===== src/rtl/rvc_dmem_arb.sv =====
// rvc_dmem_arb: arbitrates NUM_CORES core D_MEM ports onto one shared D_MEM port.
// Build option RVC_DMEM_ARB_FIXED_PRIO_EN selects fixed lowest-index priority instead of round-robin.
module rvc_dmem_arb #(
  parameter int unsigned NUM_CORES = 2,
  parameter int unsigned DATA_W    = 32,
  parameter int unsigned ADDR_W    = 32,
  parameter int unsigned MEM_LAT   = 1
) (
  input  logic                           Clock,
  input  logic                           Rst,
  input  logic [NUM_CORES-1:0]           CoreReqValid,
  input  logic [NUM_CORES-1:0]           CoreWrEn,
  input  logic [NUM_CORES*ADDR_W-1:0]    CoreAddr,
  input  logic [NUM_CORES*DATA_W-1:0]    CoreWrData,
  input  logic [NUM_CORES*DATA_W/8-1:0]  CoreByteEn,
  output logic [NUM_CORES-1:0]           CoreReqReady,
  output logic [NUM_CORES-1:0]           CoreRdValid,
  output logic [DATA_W-1:0]              CoreRdData,
  input  logic                           MemStall,
  output logic                           MemRdEn,
  output logic                           MemWrEn,
  output logic [ADDR_W-1:0]              MemAddr,
  output logic [DATA_W-1:0]              MemWrData,
  output logic [DATA_W/8-1:0]            MemByteEn,
  input  logic [DATA_W-1:0]              MemRdData
);

  localparam int unsigned BE_W       = DATA_W / 8;
  localparam int unsigned IDX_W      = $clog2(NUM_CORES);
  localparam int unsigned TAG_STAGES = MEM_LAT + 1;

  logic              w_grant;
  logic [IDX_W-1:0]  w_win;
  logic              w_sel_wr;
  logic [ADDR_W-1:0] w_sel_addr;
  logic [DATA_W-1:0] w_sel_wdata;
  logic [BE_W-1:0]   w_sel_be;
  logic              w_rd_accept;

  logic              r_MemRdEn;
  logic              r_MemWrEn;
  logic [ADDR_W-1:0] r_MemAddr;
  logic [DATA_W-1:0] r_MemWrData;
  logic [BE_W-1:0]   r_MemByteEn;

  logic [TAG_STAGES-1:0] r_TagVld;
  logic [IDX_W-1:0]      r_TagIdx [TAG_STAGES];

`ifdef RVC_DMEM_ARB_FIXED_PRIO_EN
  always_comb begin
    w_grant = 1'b0;
    w_win   = '0;
    if (!MemStall) begin
      for (int unsigned i = 0; i < NUM_CORES; i++) begin
        if (!w_grant && CoreReqValid[i]) begin
          w_grant = 1'b1;
          w_win   = IDX_W'(i);
        end
      end
    end
  end
`else
  logic [IDX_W-1:0] r_RrPtr;

  // Search order starts at r_RrPtr and wraps modulo NUM_CORES (not necessarily a power of two).
  always_comb begin
    int unsigned v_idx;
    w_grant = 1'b0;
    w_win   = '0;
    v_idx   = 0;
    if (!MemStall) begin
      for (int unsigned j = 0; j < NUM_CORES; j++) begin
        v_idx = 32'(r_RrPtr) + j;
        if (v_idx >= NUM_CORES) begin
          v_idx = v_idx - NUM_CORES;
        end
        if (!w_grant && CoreReqValid[v_idx]) begin
          w_grant = 1'b1;
          w_win   = IDX_W'(v_idx);
        end
      end
    end
  end

  always_ff @(posedge Clock or negedge Rst) begin
    if (!Rst) begin
      r_RrPtr <= '0;
    end else if (w_grant) begin
      if (w_win == IDX_W'(NUM_CORES - 1)) begin
        r_RrPtr <= '0;
      end else begin
        r_RrPtr <= w_win + 1'b1;
      end
    end
  end
`endif

  always_comb begin
    w_sel_wr    = 1'b0;
    w_sel_addr  = '0;
    w_sel_wdata = '0;
    w_sel_be    = '0;
    for (int unsigned i = 0; i < NUM_CORES; i++) begin
      if (w_win == IDX_W'(i)) begin
        w_sel_wr    = CoreWrEn[i];
        w_sel_addr  = CoreAddr[i*ADDR_W +: ADDR_W];
        w_sel_wdata = CoreWrData[i*DATA_W +: DATA_W];
        w_sel_be    = CoreByteEn[i*BE_W +: BE_W];
      end
    end
  end

  always_comb begin
    CoreReqReady = '0;
    if (w_grant) begin
      CoreReqReady[w_win] = 1'b1;
    end
  end

  assign w_rd_accept = w_grant & ~w_sel_wr;

  always_ff @(posedge Clock or negedge Rst) begin
    if (!Rst) begin
      r_MemRdEn   <= 1'b0;
      r_MemWrEn   <= 1'b0;
      r_MemAddr   <= '0;
      r_MemWrData <= '0;
      r_MemByteEn <= '0;
    end else begin
      r_MemRdEn <= w_rd_accept;
      r_MemWrEn <= w_grant & w_sel_wr;
      if (w_grant) begin
        r_MemAddr   <= w_sel_addr;
        r_MemWrData <= w_sel_wdata;
        r_MemByteEn <= w_sel_be;
      end
    end
  end

  // Stage 0 is loaded alongside the command; the last stage lines up with MemRdData.
  always_ff @(posedge Clock or negedge Rst) begin
    if (!Rst) begin
      r_TagVld <= '0;
      for (int unsigned s = 0; s < TAG_STAGES; s++) begin
        r_TagIdx[s] <= '0;
      end
    end else begin
      r_TagVld    <= {r_TagVld[TAG_STAGES-2:0], w_rd_accept};
      r_TagIdx[0] <= w_win;
      for (int unsigned s = 1; s < TAG_STAGES; s++) begin
        r_TagIdx[s] <= r_TagIdx[s-1];
      end
    end
  end

  always_comb begin
    CoreRdValid = '0;
    if (r_TagVld[TAG_STAGES-1]) begin
      CoreRdValid[r_TagIdx[TAG_STAGES-1]] = 1'b1;
    end
  end

  assign CoreRdData = MemRdData;
  assign MemRdEn    = r_MemRdEn;
  assign MemWrEn    = r_MemWrEn;
  assign MemAddr    = r_MemAddr;
  assign MemWrData  = r_MemWrData;
  assign MemByteEn  = r_MemByteEn;

endmodule

===== config.mk =====
export PLATFORM = sky130hd
export DESIGN_NAME = rvc_dmem_arb
export DESIGN_NICKNAME = d
export VERILOG_FILES = /design/src/rtl/rvc_dmem_arb.sv
export SDC_FILE = /design/constraint.sdc
export NUM_CORES = 1
export LEC_CHECK = 0
export ABC_AREA = 1
export CAP_MARGIN = 20
export CORE_MARGIN = 3
export CORE_UTILIZATION = 40
export DETAILED_ROUTE_END_ITERATION = 12
export PLACE_DENSITY = 0.93
export SLEW_MARGIN = 5
export SYNTH_ARGS = -nofsm -noshare
export SYNTH_HDL_FRONTEND = slang
export SYNTH_SLANG_ARGS = --single-unit

===== constraint.sdc =====
create_clock -name Clock -period 3.5 [get_ports Clock]
set_input_delay 0.7 -clock Clock [delete_from_list [all_inputs] [get_ports Clock]]
set_output_delay 0.7 -clock Clock [all_outputs]
set_load 0.01 [all_outputs]

==> flow_metrics.tcl <==
set metrics [dict create \
    grt_pass1_vias 4109 \
    die_area_mm2 0.0121 \
    num_rows 37 \
    final_common_cell "clkdlybuf4s50_1" \
    viasPerCell 4.68 \
    worst-path-max-fanout 4 \
    synth_area_leaders "dfrtp_1 43%, nand2_1 18%, nand3_1 16%, inv_1 12%, buf_4 5.9%" \
    dieHeight_um 110 \
    wire_per_inst_um 13.4 \
    ys_types 16 \
    setup_tns_ps 0 \
    insertion_delay_ps 330 \
    dr_total_vias 4431 \
    vdd_ir_drop_max_mv 0.261 \
    grt.overflow.total 0 \
    yosysTopAreaCell "dfrtp_1" \
    ios 281 \
    worst_setup_path_start_kind "input pin" \
    busiest_layer "met2" \
    syn_avg_cell_area_um2 6.74 \
    powerDensity_mw_per_mm2 400 \
    hpwlAfterDp_um 9000 \
    grt_pass1_wl_um 19400 \
    antenna_left 0 \
    cts_sinks 74 \
    cts-root-buf "clkbuf_8" \
    drive_gt1_share_pct 3.58 \
    rsz0062_at_grt "false" \
    slew_headroom_pct 37.5 \
    postCtsSetupBuffers 0 \
    synth_top_area_share_pct 42.9 \
    htree_levels 3 \
    grt_use_met2_pct 33.6 \
    clock_path_buffers 2 \
    period_minus_slack_ps 2800 \
    final_cell_mix "215 x clkdlybuf4s50_1, 208 x nand2_1, 143 x inv_1" \
    drt-pass1-iter-count 4 \
    fmax_mhz 358 \
    worstSetupPathType "input pin to output port" \
    ys_ff_latch 74 \
    fp.dieW_um 110 \
    grtUsageMet1_pct 24.0 \
    end_kind "output port" \
    ys_seq_area_share_pct 42.9 \
    cts_resized 0 \
    report.final.slew_viol_count 0 \
    yosys_warnings 0 \
    globalRouteTotalUtil_pct 20.4 \
    drcViolationCount 0 \
    globalRouteMet3Util_pct 7.28 \
    io_buffers 216 \
    status "finished clean" \
    p_total_uw 2620 \
    grt_max_degree 75 \
    setup_viol 0 \
    cp_data_required_time_ps 2800 \
    p_leak_uw 0.00357 \
    area_growth_pct 51.9 \
    hold_violations 0 \
    cts_tree "yes" \
    skew_ps 11.1 \
    coreArea_mm2 0.0104 \
    path_clk_slew_ps 70 \
    place.gp.congestion 0.802 \
    finalWirelength_um 12700 \
    worstMarginPinSlew_ps 937 \
    synthCells 640 \
    hold_class "flip-flop to flip-flop" \
    cts_hold_buf 0 \
    fin_crit_sh_pct 79.9 \
    finalNetCount 981 \
    worstPathArrival_ps 2100 \
    syn_area_mm2 0.00431 \
    diodes 0 \
    grt_antenna_before_repair 0 \
    drv_cap 0 \
    cts_buffers 9 \
    drtIter0Drc 265 \
    synth_nets 815 \
    start_util_pct 41.4 \
]
## worst max-delay path, cell delays in order
cell	delay, ps
clkdlybuf4s50_1	540
inv_2	70
nor2_4	90
nand2_2	90
nand2_1	100
inv_1	40
clkdlybuf4s50_1	470
## flip-flops by register name, summed over array words and instances, names as in the netlist
name / count
r_TagIdx: 2
MemWrEn: 1
r_TagVld: 2
r_RrPtr: 1
MemAddr: 32
MemWrData: 32
MemByteEn: 4
## final cells by class
cell class / count / area [um2]
Fill cell: 893 / 3860
Timing Repair Buffer: 222 / 2200
Sequential cell: 74 / 1850
Multi-Input combinational cell: 353 / 1530
Inverter: 146 / 548
Tap cell: 136 / 170
Clock buffer: 12 / 155
Clock inverter: 4 / 97.6
## metrics by stage
stage	util [%]	setup WS (ps)	cells	cell area [um2]	hold WS, ps
global route	62.9	618	947	6550	361
detailed placement	60.5	699	931	6300	340
global placement	60.5	722	931	6300	331
finish	62.9	705	947	6550	350
floorplan	-	1470	640	4310	331
CTS	62.9	699	947	6550	353
## report_power, final
group | total (uW) | leakage [uW] | internal, uW | switching, uW
sequential | 1030 | 0.000904 | 969 | 62.4
clock | 824 | 0.000123 | 514 | 310
combinational | 768 | 0.00255 | 421 | 347
## synthesized netlist by cell type
cell / instances
inv_1: 143
o21ai_1: 1
nand2_2: 2
inv_2: 3
nor2_4: 1
dfrtp_1: 74
o21ai_2: 1
buf_4: 34
nand3b_1: 1
nand2_1: 208
buf_1: 5
a21oi_1: 1
buf_2: 13
nor2_1: 2
clkbuf_1: 15
nand3_1: 136
## path summary, 6_finish.rpt
check                      depth (start not counted)              end  slack, ps       startpoint
setup reg to reg                                   6      MemAddr[23]       1920          r_RrPtr
setup / recovery                                   7  CoreReqReady[0]        700  CoreReqValid[1]
hold reg to reg                                    0      r_TagIdx[0]        350      r_TagIdx[1]
max in group asynchronous                          1       MemAddr[8]       2390              Rst
min in group asynchronous                          1    MemWrData[21]        500              Rst
hold / removal                                     0      r_TagIdx[0]        350      r_TagIdx[1]
## cell families after synthesis
kind of cell | Yosys count | share of synthesized area [%]
compound gates | 3 | 0.435
buf+inv | 213 | 21.9
simple gates | 350 | 34.8
flops | 74 | 42.9
## metal layers
metal,vias to the layer above,wire length [um]
met1,1999,4930
met5,-,0
met2,201,6190
li1,2198,-
met4,0,365
met3,33,1250
Power figures use the tool's default switching activity.
